===== src/rtl/fifo_pkg.sv =====
// Shared async-FIFO definitions: pointer widths, pointer type and Gray-code helpers
// used by both the write-side and read-side pointer controllers.
package fifo_pkg;

  localparam int FIFO_ADDR_WIDTH = 3;
  localparam int FIFO_PTR_WIDTH  = FIFO_ADDR_WIDTH + 1;

  typedef logic [FIFO_PTR_WIDTH-1:0] ptr_t;

  function automatic ptr_t bin2gray(input ptr_t b);
    return b ^ (b >> 1);
  endfunction

  function automatic ptr_t gray2bin(input ptr_t g);
    ptr_t b;
    b[FIFO_PTR_WIDTH-1] = g[FIFO_PTR_WIDTH-1];
    for (int i = FIFO_PTR_WIDTH - 2; i >= 0; i--) begin
      b[i] = b[i+1] ^ g[i];
    end
    return b;
  endfunction

endpackage


===== src/rtl/gray_to_binary.sv =====
// Combinational Gray-to-binary converter: each binary bit is the XOR of all
// Gray bits at or above its position.
module gray_to_binary #(
  parameter int PTR_WIDTH = 4
) (
  input  logic [PTR_WIDTH-1:0] i_gray,
  output logic [PTR_WIDTH-1:0] o_bin
);

  for (genvar i = 0; i < PTR_WIDTH; i++) begin : g_bit
    assign o_bin[i] = ^i_gray[PTR_WIDTH-1:i];
  end

endmodule


===== src/rtl/fifo_wr_ptr_ctrl.sv =====
// Write-side pointer / FULL controller of the async FIFO. Define AF_FLAG_EN to
// add the registered ALMOST_FULL output (occupancy >= depth - AF_MARGIN).
module fifo_wr_ptr_ctrl
  import fifo_pkg::*;
#(
  parameter  int ADDR_WIDTH = FIFO_ADDR_WIDTH,
`ifdef AF_FLAG_EN
  parameter  int AF_MARGIN  = 2,
`endif
  localparam int PTR_WIDTH  = ADDR_WIDTH + 1
) (
  input  logic                  CLK,
  input  logic                  RST,
  input  logic                  W_INC,
  input  logic [PTR_WIDTH-1:0]  RQ2_RPTR,
  output logic [ADDR_WIDTH-1:0] W_ADDR,
  output logic [PTR_WIDTH-1:0]  WQ_PTR,
  output logic                  W_CLKEN,
  output logic                  FULL
`ifdef AF_FLAG_EN
  ,
  output logic                  ALMOST_FULL
`endif
);

  logic [PTR_WIDTH-1:0] r_bin;
  logic [PTR_WIDTH-1:0] r_wq_ptr;
  logic                 r_full;
  logic                 w_accept;
  logic [PTR_WIDTH-1:0] w_bin_next;
  logic [PTR_WIDTH-1:0] w_gray_next;
  logic [PTR_WIDTH-1:0] w_full_ptr;

  assign w_accept    = W_INC & ~r_full;
  assign w_bin_next  = r_bin + {{(PTR_WIDTH-1){1'b0}}, w_accept};
  assign w_gray_next = bin2gray(w_bin_next);

  // Write pointer is exactly one lap ahead: top two Gray bits inverted, rest equal.
  assign w_full_ptr  = {~RQ2_RPTR[PTR_WIDTH-1:PTR_WIDTH-2], RQ2_RPTR[PTR_WIDTH-3:0]};

  // NOTE: non-blocking assignments keep every register sampling pre-edge values.
  always_ff @(posedge CLK or negedge RST) begin
    if (!RST) begin
      r_bin    <= '0;
      r_wq_ptr <= '0;
      r_full   <= 1'b0;
    end else begin
      r_bin    <= w_bin_next;
      r_wq_ptr <= w_gray_next;
      r_full   <= (w_gray_next == w_full_ptr);
    end
  end

  assign W_ADDR = r_bin[ADDR_WIDTH-1:0];
  assign WQ_PTR = r_wq_ptr;
  assign FULL   = r_full;

  // NOTE: FULL is 0 during reset, so the enable must be gated by RST itself.
  assign W_CLKEN = w_accept & RST;

`ifdef AF_FLAG_EN
  localparam int DEPTH = 2 ** ADDR_WIDTH;

  logic [PTR_WIDTH-1:0] w_rbin;
  logic [PTR_WIDTH-1:0] w_occ_next;
  logic                 r_almost_full;

  gray_to_binary #(
    .PTR_WIDTH (PTR_WIDTH)
  ) u_rptr_g2b (
    .i_gray (RQ2_RPTR),
    .o_bin  (w_rbin)
  );

  // Modulo subtraction; the wrap bit makes a full FIFO read as DEPTH, not 0.
  assign w_occ_next = w_bin_next - w_rbin;

  always_ff @(posedge CLK or negedge RST) begin
    if (!RST) begin
      r_almost_full <= 1'b0;
    end else begin
      r_almost_full <= (w_occ_next >= PTR_WIDTH'(DEPTH - AF_MARGIN));
    end
  end

  assign ALMOST_FULL = r_almost_full;
`endif

endmodule


===== config.mk =====
export PLATFORM = sky130hd
export DESIGN_NAME = fifo_wr_ptr_ctrl
export DESIGN_NICKNAME = d
export VERILOG_FILES = /design/src/rtl/fifo_pkg.sv /design/src/rtl/gray_to_binary.sv /design/src/rtl/fifo_wr_ptr_ctrl.sv
export SDC_FILE = /design/constraint.sdc
export NUM_CORES = 1
export LEC_CHECK = 0
export ABC_CLOCK_PERIOD_IN_PS = 3160
export CORE_AREA = 5 5 42 44
export CTS_CLUSTER_SIZE = 8
export DETAILED_ROUTE_END_ITERATION = 8
export DIE_AREA = 0 0 47 49
export GPL_TIMING_DRIVEN = 0
export HOLD_SLACK_MARGIN = 0.05
export PLACE_DENSITY_LB_ADDON = 0.25
export SLEW_MARGIN = 15
export SYNTH_ARGS = -nofsm -noshare
export SYNTH_HDL_FRONTEND = slang
export SYNTH_SLANG_ARGS = --single-unit
export TNS_END_PERCENT = 100

===== constraint.sdc =====
create_clock -name CLK -period 3.16 [get_ports CLK]
set_input_delay 0.632 -clock CLK [delete_from_list [all_inputs] [get_ports CLK]]
set_output_delay 0.632 -clock CLK [all_outputs]
set_load 0.01 [all_outputs]

After elaboration in Yosys (flattened, before gate mapping). Cells that the tools add are included.

Input port bits: 7. Output and inout bits: 9. Logic and storage cells: 10. Flip-flop bits (word level): 9.

Equal/unequal tests: 1. Bitwise logic cells: 5. Add/subtract/negate cells: 1.

Operator list (number): $add 4x1->4 (1); $eq 4x4->1 (1); $xor 4x3->4 (1); $and 1x1->1 (2); $not 2->2 (1); $not 1->1 (1).

Logic depth before layout (Yosys ltp).
Word-level depth: 5. Mapped depth: 8.

Worst setup path after synthesis. OpenSTA, ideal clock, no wires.

Path type: input to register. From: input port W_INC. To: register r_full (netlist: FULL). Arrival time: 1966 ps. Data required time: 3035 ps. Stages: 7. Buffers on the path: 0. Setup time: 125 ps. Path slack: 1069 ps. Path through: nor2b_1 ha_1 ha_1 xor2_1 or3_2 nand4_1 nor4_2.

Longest elaborated chain between the ends: 4.

RTL lines: from (decl) (line fifo_wr_ptr_ctrl.sv:14) `input logic W_INC,`; $and 1x1->1 (line fifo_wr_ptr_ctrl.sv:34) `assign w_accept = W_INC & ~r_full;`; $add 4x1->4 (line fifo_wr_ptr_ctrl.sv:35) `assign w_bin_next = r_bin + {{(PTR_WIDTH-1){1'b0}}, w_accept};`; $xor 4x3->4 (line fifo_pkg.sv:11) `return b ^ (b >> 1);`; $eq 4x4->1 (line fifo_wr_ptr_ctrl.sv:50) `r_full <= (w_gray_next == w_full_ptr);`; to (signal assigned) (line fifo_wr_ptr_ctrl.sv:50); to (decl) (line fifo_wr_ptr_ctrl.sv:28) `logic r_full;`.

Every way passes these cells.

Final worst setup path.
From: input port RST. To: output port W_CLKEN.

Longest elaborated chain between the ends: 1.

RTL lines: from (decl) (line fifo_wr_ptr_ctrl.sv:13) `input logic RST,`; $and 1x1->1 (line fifo_wr_ptr_ctrl.sv:59) `assign W_CLKEN = w_accept & RST;`; to (decl) (line fifo_wr_ptr_ctrl.sv:18) `output logic W_CLKEN,`.

Every way passes these cells.

==> summary.txt <==
Critical path
  – CP most frequent cell: clkdlybuf4s50_1
  – R2r endpoint: FULL
  – CP top delay family: buffers and inverters
  – Worst setup SP type: input port
  – Nature of the critical path endpoint: primary output
  – CP max stage cell: clkdlybuf4s50_1
  – CP bufs+invs: 2
  – Worst Path Required: 2.53 ns
  – Setup slack, reg-to-reg: 1.20 ns
  – Maximum fanout along the worst path: 9
  – FF-to-FF path depth: 7
  – Critical path type: in2out
  – CP arrival: 2.04 ns
  – Worst-path cell chain: clkdlybuf4s50_1 > and2_1 > clkdlybuf4s50_1
  – R2R Path Start: FULL
  – Setup crit start: RST
  – Largest stage delay, worst path: 0.70 ns

Timing
  – Setup_tns: 0 ns
  – RSZ-0062 raised after global routing: no
  – Final hold slack: ~0.55 ns
  – Skew final: 0.002536 ns
  – Worst-margin pin slew: approximately 0.41 ns
  – Final Critical Period: 2.669 ns
  – Relative max-transition margin: between 70% and 80%
  – Final Hold Vio Count: 0
  – Setup violations, final: 0
  – Max Freq: 374.7 MHz
  – Final slew viol count: 0
  – Period utilization: 84.46%

Drt
  – ANT nets after route: 0
  – Vias: ~340
  – 1st-iter DRT viols: 2
  – DRC Markers: 0
  – Drt via density: 4.712
  – Pre-antenna DRT Iters: 4
  – Drt wl/cell: 11.11 um
  – WL final: 811 um

Final layout
  – Antenna diodes: 0
  – Layout cell share with drive strength beyond 1: 14.04%
  – Layout Nets: 68
  – Synth-to-Final Area Change: 42.08%
  – Multi-input gate area: 246.5 um2
  – Seq. cell area: 200.2 um2
  – # fillers: 148

Global routing
  – Total gr overflow: 0
  – All-Layer GR Usage: 8.363%
  – Vias in the first global route: 321
  – Antenna violations before repair: 0
  – Largest net degree at the start of global routing: 10
  – Global-route wire length before repair: 1317 um

CTS
  – Clk pin slew, worst setup/hold paths: 0.05 ns
  – Root buffer cell: clkbuf_4
  – CTS buffer count: 3
  – Clock Tree Buf Depth: 2
  – Hold buffers post-CTS: 0
  – CTS sink count: 8
  – CTS H-Tree Depth: 1
  – Post_cts resized: 0
  – Post-CTS Setup Inserts: 0
  – Clock Latency Late Sink: 0.26 ns
  – CTS tree: yes

Logic synthesis
  – Synth Instances: 39
  – Yosys cell types: 20
  – Seq/Total Area, Yosys: 43.72%
  – Post-Syn Area: ~460 um2
  – Syn_nets: 48
  – Syn. warnings: 0
  – Mean area per synthesized cell: around 12 um2
  – FF+latch count, synth: 8

Worst hold path
  – Worst Hold Depth: 1
  – Min-delay src: r_bin[3]
  – Class of the worst hold path: reg2reg
  – Hold Path Sink: r_bin[3]

Die
  – Die Wd: 47 um
  – Initial Util: 32.68%
  – I/O pin count: 16
  – Core area: 1401 um2
  – Die H: 49 um
  – Die area: 2303 um2
  – Cell row count: 14

Run
  – Max Cap Violations: 0

Power and ir drop
  – Worst VDD drop: 423.5 uV
  – Leak: 0.2660 nW
  – Pwr Density: 1088 nW/um2

Run status
  – Status: finished clean

Place
  – GPL Wtd Cong: around 0.68
  – Post-DP HPWL: 626.5 um
  – I/O Buffers: 15
## metal layers
metal  global-route usage, %  part of all wire (%)  vias up
met3                   3.321                   9.6        3
met1                   9.417                    43      154
met2                   11.76                    43       13
met4                   6.912                   3.9        0
li1                        -                     -      174
met5                       0                     0        -
## report_power, final
group	internal [W]	switching (W)
Clock	0.0000435	0.0000357
Combinational	0.000235	0.000198
Sequential	0.000156	0.0000397
## how the worst max path moves through the flow
stage,to,cells after the start
2_1_floorplan,FULL,7
3_3_place_gp,W_CLKEN,3
3_5_place_dp,W_CLKEN,3
4_1_cts,W_CLKEN,3
5_1_grt,W_CLKEN,3
6_report,W_CLKEN,3
## cells in the mapped netlist, drive strengths merged
library cell,count,area (um2)
dfrtp,8,200.2
xnor2,6,52.55
nand2,3,11.26
xor2,3,45.05
a21oi,2,10.01
ha,2,25.02
nand3,2,10.01
nand4,2,12.51
a211oi,1,12.51
a22oi,1,7.510
and2,1,6.260
buf,1,7.510
inv,1,3.750
mux2i,1,10.01
nand3b,1,7.510
nor2b,1,6.260
nor4,1,12.51
o21ba,1,10.01
or3,1,7.510
## stage by stage
step                cell area (um2)  worst slack (ns)  instances  total power, W  util (%)
floorplan                     457.9             1.069         39       0.0004899         -
global placement              628.1            0.4400         70       0.0006364     44.82
detailed placement            628.1            0.4569         70       0.0006346     44.82
CTS                           650.6            0.4531         73       0.0007180     46.43
global route                  650.6            0.3763         73       0.0007680     46.43
finish                        650.6            0.4910         73       0.0007081     46.43
## state kept, by name (all words and copies together) (netlist names)
name and count:
r_bin 4, WQ_PTR 3, FULL 1
## worst reg2reg max path: cells and delay by family (launching register included)
kind                       cells  cell delay (ns)
xor gates and xnor gates       1             0.33
adders and majority gates      2             0.51
and+or+nand+nor                4             0.66
DFF                            1             0.37
## layout by cell type, fill, tap and decap left out, types with 2 or more instances in the layout
cell             count
xnor2_1              6
clkdlybuf4s50_1     15
clkbuf_4             3
xor2_1               2
ha_1                 2
nand3_1              2
nand4_1              2
nand2_1              3
a21oi_1              2
dfrtp_1              8
## area by class of cell
cell class              count  area share, %
clock buffers               3          3.462
flip-flops and latches      8          30.77
inverters                   1         0.5769
repair buffers             15          23.08
well taps                  16          3.077
plain buffers               1          1.154
multi-input cells          29          37.88
## kinds of logic after synthesis
family          synth area share (%)
compound gates                 8.744
xor+xnor                       21.31
fa+ha+maj                      5.464
buf+inv                        2.459
flops                          43.72
mux                            2.186
simple gates                   16.12
No activity file was read; power rests on OpenSTA's default activity.
